File: config.mk
export PLATFORM = sky130hd
export DESIGN_NAME = baud_tick_gen
export DESIGN_NICKNAME = d
export VERILOG_FILES = /design/src/rtl/baud_pkg.sv /design/src/rtl/frac_divider.sv /design/src/rtl/baud_tick_gen.sv
export SDC_FILE = /design/constraint.sdc
export NUM_CORES = 1
export LEC_CHECK = 0
export BUFFER_PORTS_ARGS = -buffer_cell sky130_fd_sc_hd__buf_2
export CELL_PAD_IN_SITES_DETAIL_PLACEMENT = 1
export CELL_PAD_IN_SITES_GLOBAL_PLACEMENT = 2
export CORE_MARGIN = 4
export CORE_UTILIZATION = 30
export DETAILED_ROUTE_END_ITERATION = 6
export GPL_ROUTABILITY_DRIVEN = 0
export PLACE_DENSITY_LB_ADDON = 0.1
export SYNTH_ARGS = -nofsm -noshare
export SYNTH_HDL_FRONTEND = slang
export SYNTH_HIERARCHICAL = 1
export SYNTH_SLANG_ARGS = --single-unit
File: constraint.sdc
create_clock -name clk_in -period 7.2 [get_ports clk_in]
set_input_delay 1.44 -clock clk_in [delete_from_list [all_inputs] [get_ports clk_in]]
set_output_delay 1.44 -clock clk_in [all_outputs]
set_load 0.005 [all_outputs]
File: src/rtl/baud_pkg.sv
`default_nettype none
// ============================================================================
// Module   : baud_pkg
// Purpose  : Shared defaults for the fractional baud-rate generator: default
//            divisor widths, reset divisor, minimum legal integer divisor and
//            the divisor configuration record.
// Revision : 1.0 - initial release
// ============================================================================
package baud_pkg;

    localparam int DEF_INT_W        = 16;
    localparam int DEF_FRAC_W       = 8;
    localparam int DEF_OVERSAMPLE   = 16;
    localparam int DEF_DIV_INT_RST  = 54;
    localparam int DEF_DIV_FRAC_RST = 0;

    // Smallest integer divisor that still leaves a low cycle between ticks.
    localparam int MIN_DIV_INT      = 2;

    // Divisor record at the default widths.
    typedef struct packed {
        logic [DEF_INT_W-1:0]  div_int;
        logic [DEF_FRAC_W-1:0] div_frac;
    } div_cfg_t;

    localparam div_cfg_t DIV_CFG_RST = '{
        div_int:  DEF_INT_W'(DEF_DIV_INT_RST),
        div_frac: DEF_FRAC_W'(DEF_DIV_FRAC_RST)
    };

endpackage : baud_pkg
`default_nettype wire

File: src/rtl/frac_divider.sv
`default_nettype none
// ============================================================================
// Module   : frac_divider
// Purpose  : Fractional clock divider producing the oversample tick. Holds the
//            period down-counter, the fractional accumulator and the shadow
//            divisor register that is applied only at period boundaries.
// Ports    : clk_in/nrst_in      clock, async active-low reset
//            en_in/sync_in       enable, phase restart
//            cfg_load_in         capture div_int_in/div_frac_in into shadow
//            cfg_pending_out     shadow captured but not yet applied
//            os_tick_out         registered oversample tick
//            tick_now_out        the tick that os_tick_out shows next cycle
//            restart_out         phase is being forced to the sync state
// Revision : 1.0 - initial release
// ============================================================================
module frac_divider
    import baud_pkg::*;
#(
    parameter int INT_W        = DEF_INT_W,
    parameter int FRAC_W       = DEF_FRAC_W,
    parameter int DIV_INT_RST  = DEF_DIV_INT_RST,
    parameter int DIV_FRAC_RST = DEF_DIV_FRAC_RST
) (
    input  logic              clk_in,
    input  logic              nrst_in,
    input  logic              en_in,
    input  logic              sync_in,
    input  logic              cfg_load_in,
    input  logic [INT_W-1:0]  div_int_in,
    input  logic [FRAC_W-1:0] div_frac_in,
    output logic              cfg_pending_out,
    output logic              os_tick_out,
    output logic              tick_now_out,
    output logic              restart_out
);

    typedef struct packed {
        logic [INT_W-1:0]  div_int;
        logic [FRAC_W-1:0] div_frac;
    } cfg_t;

    localparam cfg_t CFG_RST = '{
        div_int:  INT_W'(DIV_INT_RST),
        div_frac: FRAC_W'(DIV_FRAC_RST)
    };

    cfg_t              cur_cfg;
    cfg_t              shadow_cfg;
    cfg_t              in_cfg;
    cfg_t              apply_cfg;
    cfg_t              new_cfg;
    logic              pending;
    logic              running;
    logic [INT_W-1:0]  cnt;
    logic [INT_W-1:0]  eff_int;
    logic [FRAC_W-1:0] acc;
    logic [FRAC_W:0]   sum;
    logic              restart;
    logic              tick_now;
    logic              apply;

    always_comb begin
        in_cfg   = '{div_int: div_int_in, div_frac: div_frac_in};
        restart  = sync_in | ~en_in;
        // running is low on the first enabled edge, which only loads cnt.
        tick_now = en_in & running & ~sync_in & (cnt == '0);
        // While restarting there is no period in flight, so a config is
        // applied at once; a load in that same cycle bypasses the shadow.
        apply     = restart ? (pending | cfg_load_in) : (tick_now & pending);
        apply_cfg = (restart & cfg_load_in) ? in_cfg : shadow_cfg;
        new_cfg   = apply ? apply_cfg : cur_cfg;
        eff_int   = (new_cfg.div_int < INT_W'(MIN_DIV_INT)) ?
                    INT_W'(MIN_DIV_INT) : new_cfg.div_int;
        sum       = {1'b0, acc} + {1'b0, cur_cfg.div_frac};
    end

    always_ff @(posedge clk_in or negedge nrst_in) begin
        if (!nrst_in) begin
            cur_cfg     <= CFG_RST;
            shadow_cfg  <= CFG_RST;
            pending     <= 1'b0;
            running     <= 1'b0;
            cnt         <= '0;
            acc         <= '0;
            os_tick_out <= 1'b0;
        end else begin
            cur_cfg     <= new_cfg;
            os_tick_out <= tick_now;

            if (cfg_load_in) begin
                shadow_cfg <= in_cfg;
            end
            // A load coinciding with a tick keeps the new value pending for
            // the following boundary while the older shadow is applied now.
            if (cfg_load_in && !restart) begin
                pending <= 1'b1;
            end else if (apply) begin
                pending <= 1'b0;
            end

            if (!en_in) begin
                running <= 1'b0;
                cnt     <= '0;
                acc     <= '0;
            end else if (sync_in || !running) begin
                running <= 1'b1;
                cnt     <= eff_int - INT_W'(1);
                acc     <= '0;
            end else if (tick_now) begin
                if (apply) begin
                    // Fresh divisor starts with a clean accumulator.
                    acc <= '0;
                    cnt <= eff_int - INT_W'(1);
                end else begin
                    acc <= sum[FRAC_W-1:0];
                    cnt <= eff_int - INT_W'(1) + INT_W'(sum[FRAC_W]);
                end
            end else begin
                cnt <= cnt - INT_W'(1);
            end
        end
    end

    assign cfg_pending_out = pending;
    assign tick_now_out    = tick_now;
    assign restart_out     = restart;

endmodule : frac_divider
`default_nettype wire

File: src/rtl/baud_tick_gen.sv
`default_nettype none
// ============================================================================
// Module   : baud_tick_gen
// Purpose  : Fractional baud-rate generator. Produces an oversample tick, a
//            bit-centre tick, a bit-rate tick and a 50 % bit-rate clock.
// Ports    : clk_in/nrst_in      clock, async active-low reset
//            en_in               enable (low holds the sync state)
//            sync_in             single-cycle phase restart
//            cfg_load_in         capture div_int_in/div_frac_in
//            cfg_pending_out     captured divisor not yet applied
//            os_tick_out         oversample tick
//            mid_tick_out        bit-centre tick
//            baud_tick_out       bit tick
//            clk_out             bit-rate square wave
// Revision : 1.0 - initial release
// ============================================================================
module baud_tick_gen
    import baud_pkg::*;
#(
    parameter int INT_W        = DEF_INT_W,
    parameter int FRAC_W       = DEF_FRAC_W,
    parameter int OVERSAMPLE   = DEF_OVERSAMPLE,
    parameter int DIV_INT_RST  = DEF_DIV_INT_RST,
    parameter int DIV_FRAC_RST = DEF_DIV_FRAC_RST
) (
    input  logic              clk_in,
    input  logic              nrst_in,
    input  logic              en_in,
    input  logic              sync_in,
    input  logic              cfg_load_in,
    input  logic [INT_W-1:0]  div_int_in,
    input  logic [FRAC_W-1:0] div_frac_in,
    output logic              cfg_pending_out,
    output logic              os_tick_out,
    output logic              mid_tick_out,
    output logic              baud_tick_out,
    output logic              clk_out
);

    localparam int              OS_W       = $clog2(OVERSAMPLE);
    localparam logic [OS_W-1:0] OS_LAST    = OS_W'(OVERSAMPLE - 1);
    localparam logic [OS_W-1:0] OS_HALF    = OS_W'(OVERSAMPLE / 2);
    localparam logic [OS_W-1:0] OS_MID_PRE = OS_W'(OVERSAMPLE / 2 - 1);

    logic            tick_now;
    logic            restart;
    logic [OS_W-1:0] os_cnt;
    logic [OS_W-1:0] os_cnt_nxt;

    frac_divider #(
        .INT_W        (INT_W),
        .FRAC_W       (FRAC_W),
        .DIV_INT_RST  (DIV_INT_RST),
        .DIV_FRAC_RST (DIV_FRAC_RST)
    ) u_frac_divider (
        .clk_in          (clk_in),
        .nrst_in         (nrst_in),
        .en_in           (en_in),
        .sync_in         (sync_in),
        .cfg_load_in     (cfg_load_in),
        .div_int_in      (div_int_in),
        .div_frac_in     (div_frac_in),
        .cfg_pending_out (cfg_pending_out),
        .os_tick_out     (os_tick_out),
        .tick_now_out    (tick_now),
        .restart_out     (restart)
    );

    always_comb begin
        os_cnt_nxt = os_cnt;
        if (restart) begin
            os_cnt_nxt = '0;
        end else if (tick_now) begin
            os_cnt_nxt = (os_cnt == OS_LAST) ? '0 : os_cnt + OS_W'(1);
        end
    end

    // Bit ticks are decoded from the same strobe that sets os_tick_out, so
    // they always land in the same cycle as their oversample tick.
    always_ff @(posedge clk_in or negedge nrst_in) begin
        if (!nrst_in) begin
            os_cnt        <= '0;
            mid_tick_out  <= 1'b0;
            baud_tick_out <= 1'b0;
            clk_out       <= 1'b0;
        end else begin
            os_cnt        <= os_cnt_nxt;
            mid_tick_out  <= tick_now & (os_cnt == OS_MID_PRE);
            baud_tick_out <= tick_now & (os_cnt == OS_LAST);
            // The sync/disable cycle forces the clock low even though the
            // phase counter reads zero.
            clk_out       <= ~restart & (os_cnt_nxt < OS_HALF);
        end
    end

endmodule : baud_tick_gen
`default_nettype wire

==> results_dict.tcl <==
set metrics [dict create \
    status "finished, final reports clean" \
    final_common_cell "dfrtp_1" \
    hold_buffers 0 \
    p_leak_nw 2.439 \
    ir_worst_vdd_mv 0.1167 \
    die_h_um 139.1 \
    synth_cells 551 \
    grtUsageMet3_pct 3.207 \
    drv_cap 0 \
    via_count 4306 \
    portBuffers 33 \
    finalSetupViolCount 0 \
    synthToLayoutAreaGrowth_pct 13.36 \
    fin_skew_ns 0.009570 \
    post-dp-hpwl_mm 12.42 \
    min_period_over_period_pct 80.62 \
    cts_sinks 82 \
    worstSetupEndpointType "flip-flop" \
    boundaryPins 34 \
    period_needed_ns 5.805 \
    critPathKind "primary input to flip-flop" \
    grt_first_pass_wirelength_mm 26.70 \
    fmax_ghz 0.1723 \
    worstSetupStartpointType "primary input" \
    mostFrequentLayoutCells "dfrtp_1, nand2_1, nor2_1" \
    grt_max_degree 46 \
    drive_above_1_share_pct 20.96 \
    synthFlopType "dfrtp_1" \
    fin_setup_tns_ns 0 \
    seq_area_sq_mm 0.002062 \
    start_util_pct 30.89 \
    required_ns 7.43 \
    cts-root-buf "clkbuf_16" \
    clk_path_buf_depth 2 \
    antenna_found_initial 0 \
    critical_path.max_fanout 27 \
    min_path_type "flip-flop to flip-flop" \
    hold_viol_final 0 \
    grt_pass1_vias 4785 \
    nFillCells 1939 \
    first_pass_iters 4 \
    synth_nets 596 \
    core_area_sq_mm 0.01670 \
    drtAntennaViolNets 0 \
    viasPerCell 5.369 \
    htree_num_levels 3 \
    netlist.area_leader.share_pct 35.90 \
    met2_usage_pct 29.07 \
    netlist_area_sq_mm 0.005159 \
    cts_tree "built" \
    postCtsSetupRepairBufs 0 \
    drt_wl_total_mm 16.25 \
    synth_area_leader_cell "dfrtp_1" \
    globalRoute.busiestLayer "met2" \
    wl_per_cell_um 20.27 \
    antenna_cells 0 \
    gr-usage-all-layers_pct 17.46 \
    drv_slew 0 \
    synth_area_leaders "dfrtp_1, mux2_2, nand2_1" \
    yosysSeqAreaShare_pct 39.97 \
    drcViolationCount 0 \
    arrival_ns 6.04 \
    multi_input_area_sq_mm 0.002909 \
    clk_latency_ns 0.35 \
    cts.clk_slew.worst_paths_ns 0.07 \
    ys_ff_latch 82 \
    rows 47 \
    syn_area_per_cell_sq_um 9.362 \
    netlist-cell-type-count 83 \
    cts_buffers 9 \
    final_util_pct 35.02 \
    p_per_area_mw_per_mm2 238.6 \
    dieArea_sq_mm 0.01936 \
    rsz0062_at_grt "no" \
    async_reset_ff_share_pct 100.0 \
    relSlewSlack_pct 46.45 \
    yosys_warnings 6 \
    met1_usage_pct 23.25 \
    gr-total-overflow 0 \
    tightest_slew_ns 0.7929 \
    die_w_um 139.1 \
    synth_edf_count 0 \
    layout.nets 622 \
    drtIter0Drc 166 \
    cts-resized-gates 0 \
]
## power by group
| part | internal (W) | total, W | switching [W] |
|---|---|---|---|
| combinational | 0.000131 | 0.000333 | 0.000203 |
| clock | 0.000282 | 0.000491 | 0.000209 |
| sequential | 0.000519 | 0.000571 | 0.0000524 |
## through the flow
step	total power, W	hold WS (ns)	instance area [sq um]	setup WS, ns	cells
3_3_place_gp	0.0009103	0.4552	5537	1.275	786
5_1_grt	0.001488	0.5153	5848	0.7696	802
2_1_floorplan	0.0007972	0.4293	5159	2.113	551
3_5_place_dp	0.0009162	0.4684	5537	1.027	786
4_1_cts	0.001418	0.4803	5848	1.357	802
6_report	0.001396	0.4774	5848	1.395	802
## area by class of cell
type | instances | share of cell area [%]
Multi-Input combinational cell | 426 | 49.74
Sequential cell | 82 | 35.26
Tap cell | 220 | 4.707
Clock buffer | 10 | 4.086
Timing Repair Buffer | 39 | 3.637
Inverter | 19 | 1.326
Clock inverter | 6 | 1.241
## sequential cells by signal, summed over array words and instances (netlist names)
name                            flops
u_frac_divider/cur_cfg             24
u_frac_divider/shadow_cfg          24
u_frac_divider/cnt                 16
u_frac_divider/acc                  8
os_cnt                              4
baud_tick_out                       1
clk_out                             1
mid_tick_out                        1
u_frac_divider/cfg_pending_out      1
u_frac_divider/os_tick_out          1
u_frac_divider/running              1
## cell usage after synthesis (7+ instances only)
| cell | instances |
|---|---|
| a21o_1 | 7 |
| a21oi_1 | 27 |
| a31oi_1 | 17 |
| clkbuf_1 | 14 |
| dfrtp_1 | 74 |
| dfstp_2 | 8 |
| ha_1 | 15 |
| inv_1 | 16 |
| mux2_2 | 28 |
| nand2_1 | 68 |
| nand3_1 | 15 |
| nor2_1 | 39 |
| nor3_1 | 13 |
| nor4_1 | 7 |
| o21ai_0 | 26 |
| o22ai_1 | 9 |
| or2_2 | 8 |
| xnor2_1 | 25 |
| xor2_1 | 13 |
## worst max-delay path, cell delays in order
cell	delay [ns]
buf_2	0.20
nor2b_4	0.21
inv_6	0.12
nand2_4	0.21
o32ai_1	0.56
and3b_1	0.25
a2bb2oi_1	0.41
nand2b_1	0.09
nand2_1	0.15
ha_1	0.29
nand2_1	0.15
xnor2_1	0.36
nand3_1	0.12
o21ai_0	0.37
nand4b_1	0.31
nand3b_1	0.27
xnor2_1	0.15
a221oi_1	0.25
nor2_1	0.08
## path summary, 6_finish.rpt
kind,from,to,slack (ns),cells after the start
hold / removal,os_cnt[3],mid_tick_out,0.48,1
setup / recovery,en_in,u_frac_divider/cnt[13],1.40,19
max in group asynchronous,nrst_in,u_frac_divider/cnt[4],5.12,2
min in group asynchronous,nrst_in,clk_out,1.05,1
setup reg to reg,u_frac_divider/cnt[10],u_frac_divider/cnt[13],2.33,17
hold reg to reg,os_cnt[3],mid_tick_out,0.48,1
## cells by family after synthesis
group | Yosys count | synth area share, %
AO/OA/AOI/OAI | 131 | 17.00
adder cells (fa/ha/maj) | 16 | 4.026
XOR/XNOR | 38 | 6.452
multiplexers | 35 | 7.591
flip-flops | 82 | 39.97
buffers and inverters | 43 | 3.638
AND/OR/NAND/NOR | 206 | 21.32
## routing by layer
layer  vias to the layer above  wire length [um]  share of wire, %
met1                      2179              7692                47
met5                         -                 0                 0
met3                        16               406               2.5
met4                         0               314               1.9
met2                        54              7839                48
li1                       2057                 -                 -
Note: power is estimated with default switching activity, not from simulation.
